## src/rtl/outerprodrc_pkg.sv

```systemverilog
// Shared constants and helpers for the rate-coded outer-product tile.
package outerprodrc_pkg;

  localparam int DEF_BITWIDTH    = 4;
  localparam int DEF_ROWNUM      = 2;
  localparam int DEF_COLNUM      = 2;
  localparam int DEF_MAGWIDTH    = DEF_BITWIDTH - 1;
  localparam int DEF_CNTWIDTH    = 2 * DEF_MAGWIDTH;
  localparam int DEF_OUTBITWIDTH = 2 * DEF_MAGWIDTH + 1;

  // Flat PE index; multiply by the accumulator width to get the oData slice base.
  function automatic int outIdx(input int r, input int c, input int colNum);
    return r * colNum + c;
  endfunction

endpackage

```

## src/rtl/outerprodrc_pe.sv

```systemverilog
// One processing element: ANDs a row and a column bitstream and counts the
// coincidences up or down depending on the product sign.
module outerprodrc_pe #(
  parameter int OUTBITWIDTH = 7
) (
  input  logic                   iClk,
  input  logic                   iRst,
  input  logic                   iEn,
  input  logic                   iClr,
  input  logic                   iRowBit,
  input  logic                   iColBit,
  input  logic                   iSgn,
  output logic [OUTBITWIDTH-1:0] oAcc
);

  localparam logic [OUTBITWIDTH-1:0] ONE = OUTBITWIDTH'(1);

  logic prod;

  assign prod = iRowBit & iColBit;

  always_ff @(posedge iClk or posedge iRst) begin
    if (iRst) begin
      oAcc <= '0;
    end else if (iClr) begin
      oAcc <= '0;
    end else if (iEn && prod) begin
      oAcc <= iSgn ? (oAcc - ONE) : (oAcc + ONE);
    end
  end

endmodule

```

## src/rtl/outerprodrc_core.sv

```systemverilog
// Unary outer-product tile: a shared cycle counter turns sign-magnitude
// operands into deterministic bitstreams feeding a ROWNUM x COLNUM PE grid.
module outerprodrc_core
  import outerprodrc_pkg::*;
#(
  parameter int BITWIDTH    = DEF_BITWIDTH,
  parameter int ROWNUM      = DEF_ROWNUM,
  parameter int COLNUM      = DEF_COLNUM,
  parameter int OUTBITWIDTH = 2 * (BITWIDTH - 1) + 1
) (
  input  logic                                 iClk,
  input  logic                                 iRst,
  input  logic                                 iEn,
  input  logic                                 iClr,
  input  logic [ROWNUM*BITWIDTH-1:0]           iData0,
  input  logic [COLNUM*BITWIDTH-1:0]           iData1,
  output logic [ROWNUM*COLNUM*OUTBITWIDTH-1:0] oData
);

  localparam int MAGWIDTH = BITWIDTH - 1;
  localparam int CNTWIDTH = 2 * MAGWIDTH;

  logic [CNTWIDTH-1:0] cnt;
  logic                done;
  logic                step;
  logic [ROWNUM-1:0]   rowBit;
  logic [ROWNUM-1:0]   rowSign;
  logic [COLNUM-1:0]   colBit;
  logic [COLNUM-1:0]   colSign;

  assign step = iEn && !done;

  always_ff @(posedge iClk or posedge iRst) begin
    if (iRst) begin
      cnt  <= '0;
      done <= 1'b0;
    end else if (iClr) begin
      cnt  <= '0;
      done <= 1'b0;
    end else if (step) begin
      cnt <= cnt + CNTWIDTH'(1);
      if (&cnt) begin
        done <= 1'b1;
      end
    end
  end

  // Rows compare against the fast low half, columns against the slow high
  // half, so every (row, col) magnitude pair is enumerated exactly once.
  always_comb begin
    rowBit  = '0;
    rowSign = '0;
    colBit  = '0;
    colSign = '0;
    for (int r = 0; r < ROWNUM; r++) begin
      rowBit[r]  = iData0[r*BITWIDTH +: MAGWIDTH] > cnt[MAGWIDTH-1:0];
      rowSign[r] = iData0[r*BITWIDTH + MAGWIDTH];
    end
    for (int c = 0; c < COLNUM; c++) begin
      colBit[c]  = iData1[c*BITWIDTH +: MAGWIDTH] > cnt[CNTWIDTH-1:MAGWIDTH];
      colSign[c] = iData1[c*BITWIDTH + MAGWIDTH];
    end
  end

  for (genvar r = 0; r < ROWNUM; r++) begin : gRow
    for (genvar c = 0; c < COLNUM; c++) begin : gCol
      outerprodrc_pe #(
        .OUTBITWIDTH(OUTBITWIDTH)
      ) uPe (
        .iClk   (iClk),
        .iRst   (iRst),
        .iEn    (step),
        .iClr   (iClr),
        .iRowBit(rowBit[r]),
        .iColBit(colBit[c]),
        .iSgn   (rowSign[r] ^ colSign[c]),
        .oAcc   (oData[outIdx(r, c, COLNUM)*OUTBITWIDTH +: OUTBITWIDTH])
      );
    end
  end

endmodule

```

## config.mk

```make
export PLATFORM = sky130hd
export DESIGN_NAME = outerprodrc_core
export DESIGN_NICKNAME = d
export VERILOG_FILES = /design/src/rtl/outerprodrc_pkg.sv /design/src/rtl/outerprodrc_pe.sv /design/src/rtl/outerprodrc_core.sv
export SDC_FILE = /design/constraint.sdc
export NUM_CORES = 1
export LEC_CHECK = 0
export ABC_AREA = 1
export CAP_MARGIN = 10
export CORE_ASPECT_RATIO = 1.4
export CORE_MARGIN = 3
export CORE_UTILIZATION = 45
export DETAILED_ROUTE_END_ITERATION = 12
export PLACE_DENSITY_LB_ADDON = 0.3
export SYNTH_ARGS = -nofsm -noshare
export SYNTH_HDL_FRONTEND = slang
export SYNTH_SLANG_ARGS = --single-unit
```

## constraint.sdc

```tcl
create_clock -name iClk -period 1.5 [get_ports iClk]
set_input_delay 0.225 -clock iClk [delete_from_list [all_inputs] [get_ports iClk]]
set_output_delay 0.225 -clock iClk [all_outputs]
set_load 0.005 [all_outputs]
```

* After elaboration in Yosys (flattened, before gate mapping)
Cells that the tools add are included.
Operators by class: add/sub/neg operators 9, order comparisons 4, multiplexer cells 17, bitwise gates (word level) 8, reductions and logical operators 14
Operators with widths (count):
- 2-to-1 mux 7 bit | 12
- adder 7 x 1 -> 7 bit, second input constant | 4
- subtractor 7 x 1 -> 7 bit, second input constant | 4
- greater-than comparator 3 bit | 4
- 2-to-1 mux 6 bit | 2
- nonzero test 2 bit | 6
- adder 6 x 1 -> 6 bit, second input constant | 1
- AND reduction 6 bit | 1
- logical AND 1 bit | 5
- bitwise AND 1 bit | 4
- XOR 1 bit | 4
- 2-to-1 mux 1 bit | 3
- AND reduction 2 bit | 1
- zero test 1 bit | 1
Storage, ports and cells: bits in registers 35, input port bits 20, output and inout bits 28, word-level logic and storage cells 58

* Longest topological paths before layout
Gate-level depths: netlist of run 1.
depth after elaboration 5, depth in mapped cells 13, depth with buffers taken out 13

* Hierarchy
From an unflattened synthesis of run 1, not the netlist that was laid out.
Second synthesis, totals: cells, all modules 373, area total of the unflattened synthesis 2811.4 µm²
Modules (own cells, without submodules):
- outerprodrc_pe | times used 4, cells an instance 72, area an instance 530.5 µm², seq. area each 175.2 µm²
- outerprodrc_core | times used 1, cells an instance 85, area an instance 689.4 µm², seq. area each 175.2 µm²

* Worst setup path before layout of run 1
No wires, ideal clock.
kind in2reg, start in iData0[3], end reg gRow[0].gCol[0].uPe.oAcc[6], library setup time 115 ps, data arrival time 1431 ps, data required time 1385 ps, path slack -46 ps, stages 10, path buffers 0, path through inv_1 nand2_1 nand2_1 inv_1 ha_1 or2_2 nand3_1 a21oi_1 nor2_1 nor2_1
Between the ends: word-level cells in the longest chain between the ends 4
Ends and longest elaborated chain:
- start, declared | RTL line outerprodrc_core.sv:15 | input logic [ROWNUM*BITWIDTH-1:0] iData0,
- XOR 1 bit | RTL line outerprodrc_core.sv:76 | .iSgn (rowSign[r] ^ colSign[c]),
- 2-to-1 mux 7 bit | RTL line outerprodrc_pe.sv:28 | oAcc <= iSgn ? (oAcc - ONE) : (oAcc + ONE);
- 2-to-1 mux 7 bit | RTL line outerprodrc_pe.sv:27 | end else if (iEn && prod) begin
- 2-to-1 mux 7 bit | RTL line outerprodrc_pe.sv:25 | end else if (iClr) begin
- end signal, assigned | RTL line outerprodrc_pe.sv:28
- end, declared | RTL line outerprodrc_pe.sv:13 | output logic [OUTBITWIDTH-1:0] oAcc
No other way between the ends. The select of a mux whose other input is x is not followed. A chain may end at the register's enable or synchronous reset.

* Worst setup path in the final report of run 1
start reg cnt[2], end reg gRow[1].gCol[1].uPe.oAcc[6]
Between the ends: word-level cells in the longest chain between the ends 4
Ends and longest elaborated chain:
- start, declared | RTL line outerprodrc_core.sv:23 | logic [CNTWIDTH-1:0] cnt;
- start signal, assigned | RTL line outerprodrc_core.sv:41 | cnt <= cnt + CNTWIDTH'(1);
- greater-than comparator 3 bit | RTL line outerprodrc_core.sv:56 | rowBit[r] = iData0[r*BITWIDTH +: MAGWIDTH] > cnt[MAGWIDTH-1:0];
- bitwise AND 1 bit | RTL line outerprodrc_pe.sv:20 | assign prod = iRowBit & iColBit;
- logical AND 1 bit | RTL line outerprodrc_pe.sv:27
- nonzero test 2 bit (no source line)
- end signal, assigned | RTL line outerprodrc_pe.sv:28
- end, declared | RTL line outerprodrc_pe.sv:13
No other way between the ends.

==> results of run 1 <==
-- kinds of logic after synthesis --
logic type	Yosys count	share of synthesized area, %
adders and majority gates	41	18.00
AOI/OAI and AO/OA	32	5.516
xor gates and xnor gates	11	3.194
buffers and inverters	66	8.544
DFF	35	29.03
and+or+nand+nor	231	35.71
-- registers in the layout, indices dropped and copies added, names as in the netlist --
register,count
done,1
gRow.gCol.uPe.oAcc,28
cnt,6
-- report_power, final --
group | internal [W] | total, W | switching (W)
Clock | 0.000495 | 0.000889 | 0.000394
Sequential | 0.00104 | 0.00113 | 0.0000896
Combinational | 0.000913 | 0.00184 | 0.000925
Total | 0.00245 | 0.00385 | 0.00141
-- routing by layer --
metal | up-vias | track usage, % | wire, um
li1 | 1600 | - | -
met1 | 1571 | 23.98 | 3518
met2 | 88 | 41.14 | 5099
met3 | 31 | 3.415 | 356
met4 | 0 | 9.152 | 329
met5 | - | 0 | 0
-- worst max-delay path by stage --
stage,startpoint,end,slack (ns)
4_1_cts,cnt[2],gRow[0].gCol[1].uPe.oAcc[5],-0.19
3_5_place_dp,iData1[7],gRow[1].gCol[1].uPe.oAcc[6],-0.65
6_report,cnt[2],gRow[1].gCol[1].uPe.oAcc[6],-0.29
3_3_place_gp,iData0[3],gRow[0].gCol[0].uPe.oAcc[6],-0.58
5_1_grt,cnt[2],gRow[1].gCol[1].uPe.oAcc[6],-0.36
2_1_floorplan,iData0[3],gRow[0].gCol[0].uPe.oAcc[6],-0.02
-- stage by stage --
stage,std cells,hold slack [ns]
3_5_place_dp,582,0.5032
3_3_place_gp,582,0.5055
6_report,616,0.2636
2_1_floorplan,416,0.3793
5_1_grt,616,0.2930
4_1_cts,602,0.2701
-- synth_stat cells, drive strengths merged --
cell	n
o31ai	1
o21ai	18
xnor2	6
or2	1
nand2	128
a21oi	13
xor2	5
nand3	48
nand4	9
nand3b	6
nor2	36
inv	62
fa	4
dfrtp	35
buf	4
nor3	3
ha	37
-- final cells by class --
| class | count | area share [%] |
|---|---|---|
| Sequential cell | 35 | 18.77 |
| Timing Repair Buffer | 124 | 24.07 |
| Multi-Input combinational cell | 315 | 47.68 |
| Inverter | 62 | 5.141 |
| Tap cell | 72 | 1.928 |
| Clock inverter | 3 | 0.9371 |
| Clock buffer | 5 | 1.473 |
-- repair_timing --
action / CTS / global route
pin swaps: 14 / 23
buffers inserted: 12 / 14
gates resized for setup: 51 / 48
setup endpoints to repair: 36 / 36
-- tightest hold or removal path: cells and delay by family --
family   cells  cell delay (ns)
buf+inv      3             0.70
==> results.json, run 1 <==
{
  "place_hpwl_mm": 6.010,
  "cp-start-kind": "register",
  "worst_pin_slew_ns": 0.2674,
  "synth-seq-area-share_pct": 29.03,
  "required_ns": 1.74,
  "overflow": 0,
  "grt_pass1_wl_mm": 13.32,
  "core-area_mm2": 0.006339,
  "drive_gt1_share_pct": 31.25,
  "port_buffers": 47,
  "clock_sinks": 35,
  "syn-cell-area_mm2": 0.003017,
  "worstSetupPathDepth": 12,
  "final_common_cell": "nand2_1",
  "ant_nets": 0,
  "cp_max_fo": 6,
  "cp_data_arrival_time_ns": 2.03,
  "ios": 48,
  "r2r_slack_ns": -0.29,
  "hold_viol_final": 0,
  "regArea_um2": 877.1,
  "nets": 604,
  "hold_class": "in -> async",
  "crit_path_end_kind": "register",
  "finalPower_w": 0.003855,
  "worst_path_max_delay_cell": "dfrtp_1",
  "grtUsageTotal_pct": 22.00,
  "clk_pin_slew_ns": 0.09,
  "drc": 0,
  "grt_max_degree": 36,
  "first_pass_iters": 4,
  "root_buffer": "clkbuf_8",
  "grt_antenna_before_repair": 0,
  "syn_avg_cell_area_um2": 7.252,
  "core.rowCount": 34,
  "holdBufCountCts": 0,
  "worstReg2RegStart": "cnt[2]",
  "viasPerCell": 5.341,
  "syn_to_final_growth_pct": 54.91,
  "fin_area_mm2": 0.004673,
  "cts_buffer_depth": 2,
  "initial_core_util_pct": 47.59,
  "fin_crit_sh_pct": 119.1,
  "die_h_um": 102.9,
  "drv_cap": 0,
  "multiInputGateArea_mm2": 0.002228,
  "cellPowerDensity_mw_per_mm2": 824.8,
  "cts_buffers": 5,
  "die_w_um": 75.20,
  "synth_seq_cells": 35,
  "dp_slack_ns": -0.6472,
  "max_freq_mhz": 559.7,
  "setup_viol": 28,
  "dpl-instance-area_mm2": 0.004015,
  "clk_latency_ns": 0.31,
  "path_buf_inv": 3,
  "synth_area_leaders": "dfrtp_1 29%, ha_1 15%, nand2_1 15%",
  "diodes": 0,
  "outcome": "finished with violations",
  "critPathKind": "reg -> reg",
  "fin_worst_skew_ns": 0.01764,
  "r2r_cells": 12,
  "htreeDepth": 2,
  "yosysWarnings": 0,
  "vias": 3290,
  "cts_tree": "done",
  "gp_congestion": 0.8502,
  "netlist.top_cell.by_area": "dfrtp_1",
  "rsz0062_at_grt": "yes",
  "routed_wl_mm": 9.304,
  "synth_top_area_share_pct": 29.03,
  "r2r-end": "gRow[1].gCol[1].uPe.oAcc[6]",
  "utilization_pct": 73.73,
  "min_period_ns": 1.787,
  "layout.cells.most_common_list": "106 x nand2_1, 66 x buf_4, 49 x inv_1",
  "tns_ns": -5.366,
  "power.leakage_nw": 2.495,
  "ys_types": 26,
  "die_area_mm2": 0.007736,
  "syn-num-nets": 477,
  "crit_chain": "inv_2, buf_6, ha_4, nand2_2, nor2_1, nor2_1, nor2_2, buf_6, nand2_8, nor2_8, nand3_2, nand2_1",
  "synth_cells": 416,
  "slew_headroom_pct": 82.17,
  "drtIter0Drc": 136,
  "grt_pass1_vias": 3197,
  "nFillCells": 446,
  "setup_ws_ns": -0.2868,
  "post_drt_wl_per_cell_um": 15.10,
  "cpLargestDelayFamily": "simple AND/OR/NAND/NOR gates",
  "violations": "setup timing",
  "maxSlewViolCount": 0,
  "peakVddDrop_uv": 618.4,
  "slowest_delay_ns": 0.36
}
Note: power is estimated with default switching activity, not from simulation.
==> inputs of run 2 (changes only) <==
--- a/config.mk
+++ b/config.mk
@@ -12,6 +12,7 @@
 export CORE_UTILIZATION = 45
 export DETAILED_ROUTE_END_ITERATION = 12
 export PLACE_DENSITY_LB_ADDON = 0.3
+export RECOVER_POWER = 100
 export SYNTH_ARGS = -nofsm -noshare
 export SYNTH_HDL_FRONTEND = slang
 export SYNTH_SLANG_ARGS = --single-unit
==> run 2 against run 1 <==
  * The run still ends with setup timing left
  * Non-clock buffer count is the same
  * Maximum frequency is 0.53% higher
  * Power down 0.49%
  * Worst setup slack gained 0.0095 ns
  * Clock power hardly changed
  * Sequential share of layout area up 0.19 points
  * Register-to-register slack about the same
  * Critical endpoint unchanged
  * Combinational power hardly changed
  * Clock skew decreased by 0.0022 ns
  * Global-route usage is the same
  * Die area is the same
==> results.json, run 2 (synthesis results as in run 1) <==
{
  "overflow": 0,
  "routed_wl_mm": 9.286,
  "worst_pin_slew_ns": 0.9279,
  "clk_latency_ns": 0.30,
  "setup_ws_ns": -0.2773,
  "grtUsageTotal_pct": 22.00,
  "dpl-instance-area_mm2": 0.004015,
  "dp_slack_ns": -0.6472,
  "drtIter0Drc": 131,
  "outcome": "finished with violations",
  "power.leakage_nw": 2.402,
  "vias": 3286,
  "routed.top_layer": "met4",
  "post_drt_wl_per_cell_um": 15.07,
  "clock_sinks": 35,
  "syn_to_final_growth_pct": 53.34,
  "die_area_mm2": 0.007736,
  "required_ns": 1.74,
  "cp-start-kind": "register",
  "drc": 0,
  "holdBufCountCts": 0,
  "grt_pass1_vias": 3197,
  "htreeDepth": 2,
  "die_w_um": 75.20,
  "viasPerCell": 5.334,
  "layout.cells.most_common_list": "106 x nand2_1, 61 x buf_4, 49 x inv_1",
  "cts_buffer_depth": 2,
  "grt_max_degree": 36,
  "port_buffers": 47,
  "nFillCells": 458,
  "diodes": 0,
  "fin_area_mm2": 0.004626,
  "place_hpwl_mm": 6.010,
  "gp_congestion": 0.8502,
  "die_h_um": 102.9,
  "largest_register": "gRow.gCol.uPe.oAcc",
  "grt_pass1_wl_mm": 13.32,
  "peakVddDrop_uv": 617.3,
  "core-area_mm2": 0.006339,
  "core.rowCount": 34,
  "crit_path_end_kind": "register",
  "worstReg2RegStart": "cnt[2]",
  "fin_crit_sh_pct": 118.5,
  "met2_length_mm": 5.040,
  "wl_met3_um": 354,
  "reg.largest.list": "gRow.gCol.uPe.oAcc (28), cnt (6), done (1)",
  "cp_data_arrival_time_ns": 2.02,
  "cellPowerDensity_mw_per_mm2": 829.2,
  "cp_max_fo": 6,
  "setup_viol": 30,
  "first_pass_iters": 4,
  "critPathKind": "reg -> reg",
  "clk_pin_slew_ns": 0.09,
  "wl_met1_mm": 3.536,
  "hold_viol_final": 0,
  "hold_class": "reg -> reg",
  "cts_tree": "done",
  "finalPower_w": 0.003836,
  "initial_core_util_pct": 47.59,
  "min_period_ns": 1.777,
  "drive_gt1_share_pct": 30.33,
  "root_buffer": "clkbuf_8",
  "fin_worst_skew_ns": 0.01543,
  "rsz0062_at_grt": "yes",
  "slew_headroom_pct": 38.14,
  "grt_antenna_before_repair": 0,
  "ant_nets": 0,
  "largest_register_ffs": 28,
  "violations": "setup timing",
  "final_common_cell": "nand2_1",
  "max_freq_mhz": 562.7,
  "crit_path_start": "cnt[2]",
  "maxSlewViolCount": 0,
  "nets": 604,
  "hp-start": "done",
  "ios": 48,
  "cts_buffers": 5,
  "drv_cap": 0
}
==> run 2: changes by cell type in the layout (fill, tap and decap cells not counted), sizes merged <==
| cell | change |
|---|---|
| clkdlybuf4s25 | +4 |
| buf | -6 |
| dlygate4sd3 | +1 |
| clkbuf | +6 |
| clkdlybuf4s50 | -1 |
| dlymetal6s2s | -4 |
==> run 2: timing repair <==
action | in CTS | in global routing
pin swaps | 14 | 23
buffers inserted | 12 | 14
gates resized for setup | 51 | 48
endpoints found under the hold margin | 0 | 0
endpoints found under the setup margin | 36 | 36
cloned | 0 | 0
==> run 2: metal layers <==
metal	global-route usage, %	vias to the layer above
met5	0	-
met4	9.152	0
met3	3.415	35
met2	41.14	102
met1	23.98	1551
li1	-	1598
==> run 2: metrics by stage <==
stage / setup TNS [ns] / hold slack [ns] / instances / util (%)
6_report: -5.415 / 0.5231 / 616 / 72.98
2_1_floorplan: -0.02689 / 0.3793 / 416 / -
3_3_place_gp: -13.45 / 0.5055 / 582 / 63.34
3_5_place_dp: -15.18 / 0.5032 / 582 / 63.34
4_1_cts: -3.540 / 0.2701 / 602 / 69.01
5_1_grt: -7.882 / 0.5603 / 616 / 72.98
==> run 2: layout make-up <==
cell class / count / area, um^2 / area share [%]
multi-input combinational: 315 / 2221 / 48.01
timing repair buffer: 124 / 1085 / 23.45
sequential: 35 / 877.1 / 18.96
inverter: 62 / 240.2 / 5.193
tap: 72 / 90.09 / 1.948
clock buffer: 5 / 68.82 / 1.488
clock inverter: 3 / 43.79 / 0.9467
==> run 2: critical path: stages (launching register included) <==
cell and delay, ns:
dfrtp_1 0.36, inv_2 0.07, buf_6 0.12, ha_4 0.25, nand2_2 0.05, nor2_1 0.11, nor2_1 0.07, nor2_2 0.12
buf_6 0.16, nand2_8 0.08, nor2_8 0.15, nand3_2 0.08, nand2_1 0.10
==> run 2: power by group <==
| group | switching (W) | internal, W |
|---|---|---|
| Combinational | 0.000925 | 0.000899 |
| Sequential | 0.0000890 | 0.00104 |
| Clock | 0.000390 | 0.000495 |
| Total | 0.00140 | 0.00243 |
==> run 2: path summary, 6_finish.rpt <==
path                                               end  slack, ns  depth (start not counted)
min                                               done       0.52                          2
max in group asynchronous  gRow[1].gCol[1].uPe.oAcc[2]       0.22                          3
min reg2reg                                       done       0.52                          2
max reg2reg                gRow[1].gCol[1].uPe.oAcc[6]      -0.28                         12
max                        gRow[1].gCol[1].uPe.oAcc[6]      -0.28                         12
min in group asynchronous                       cnt[4]       0.64                          3
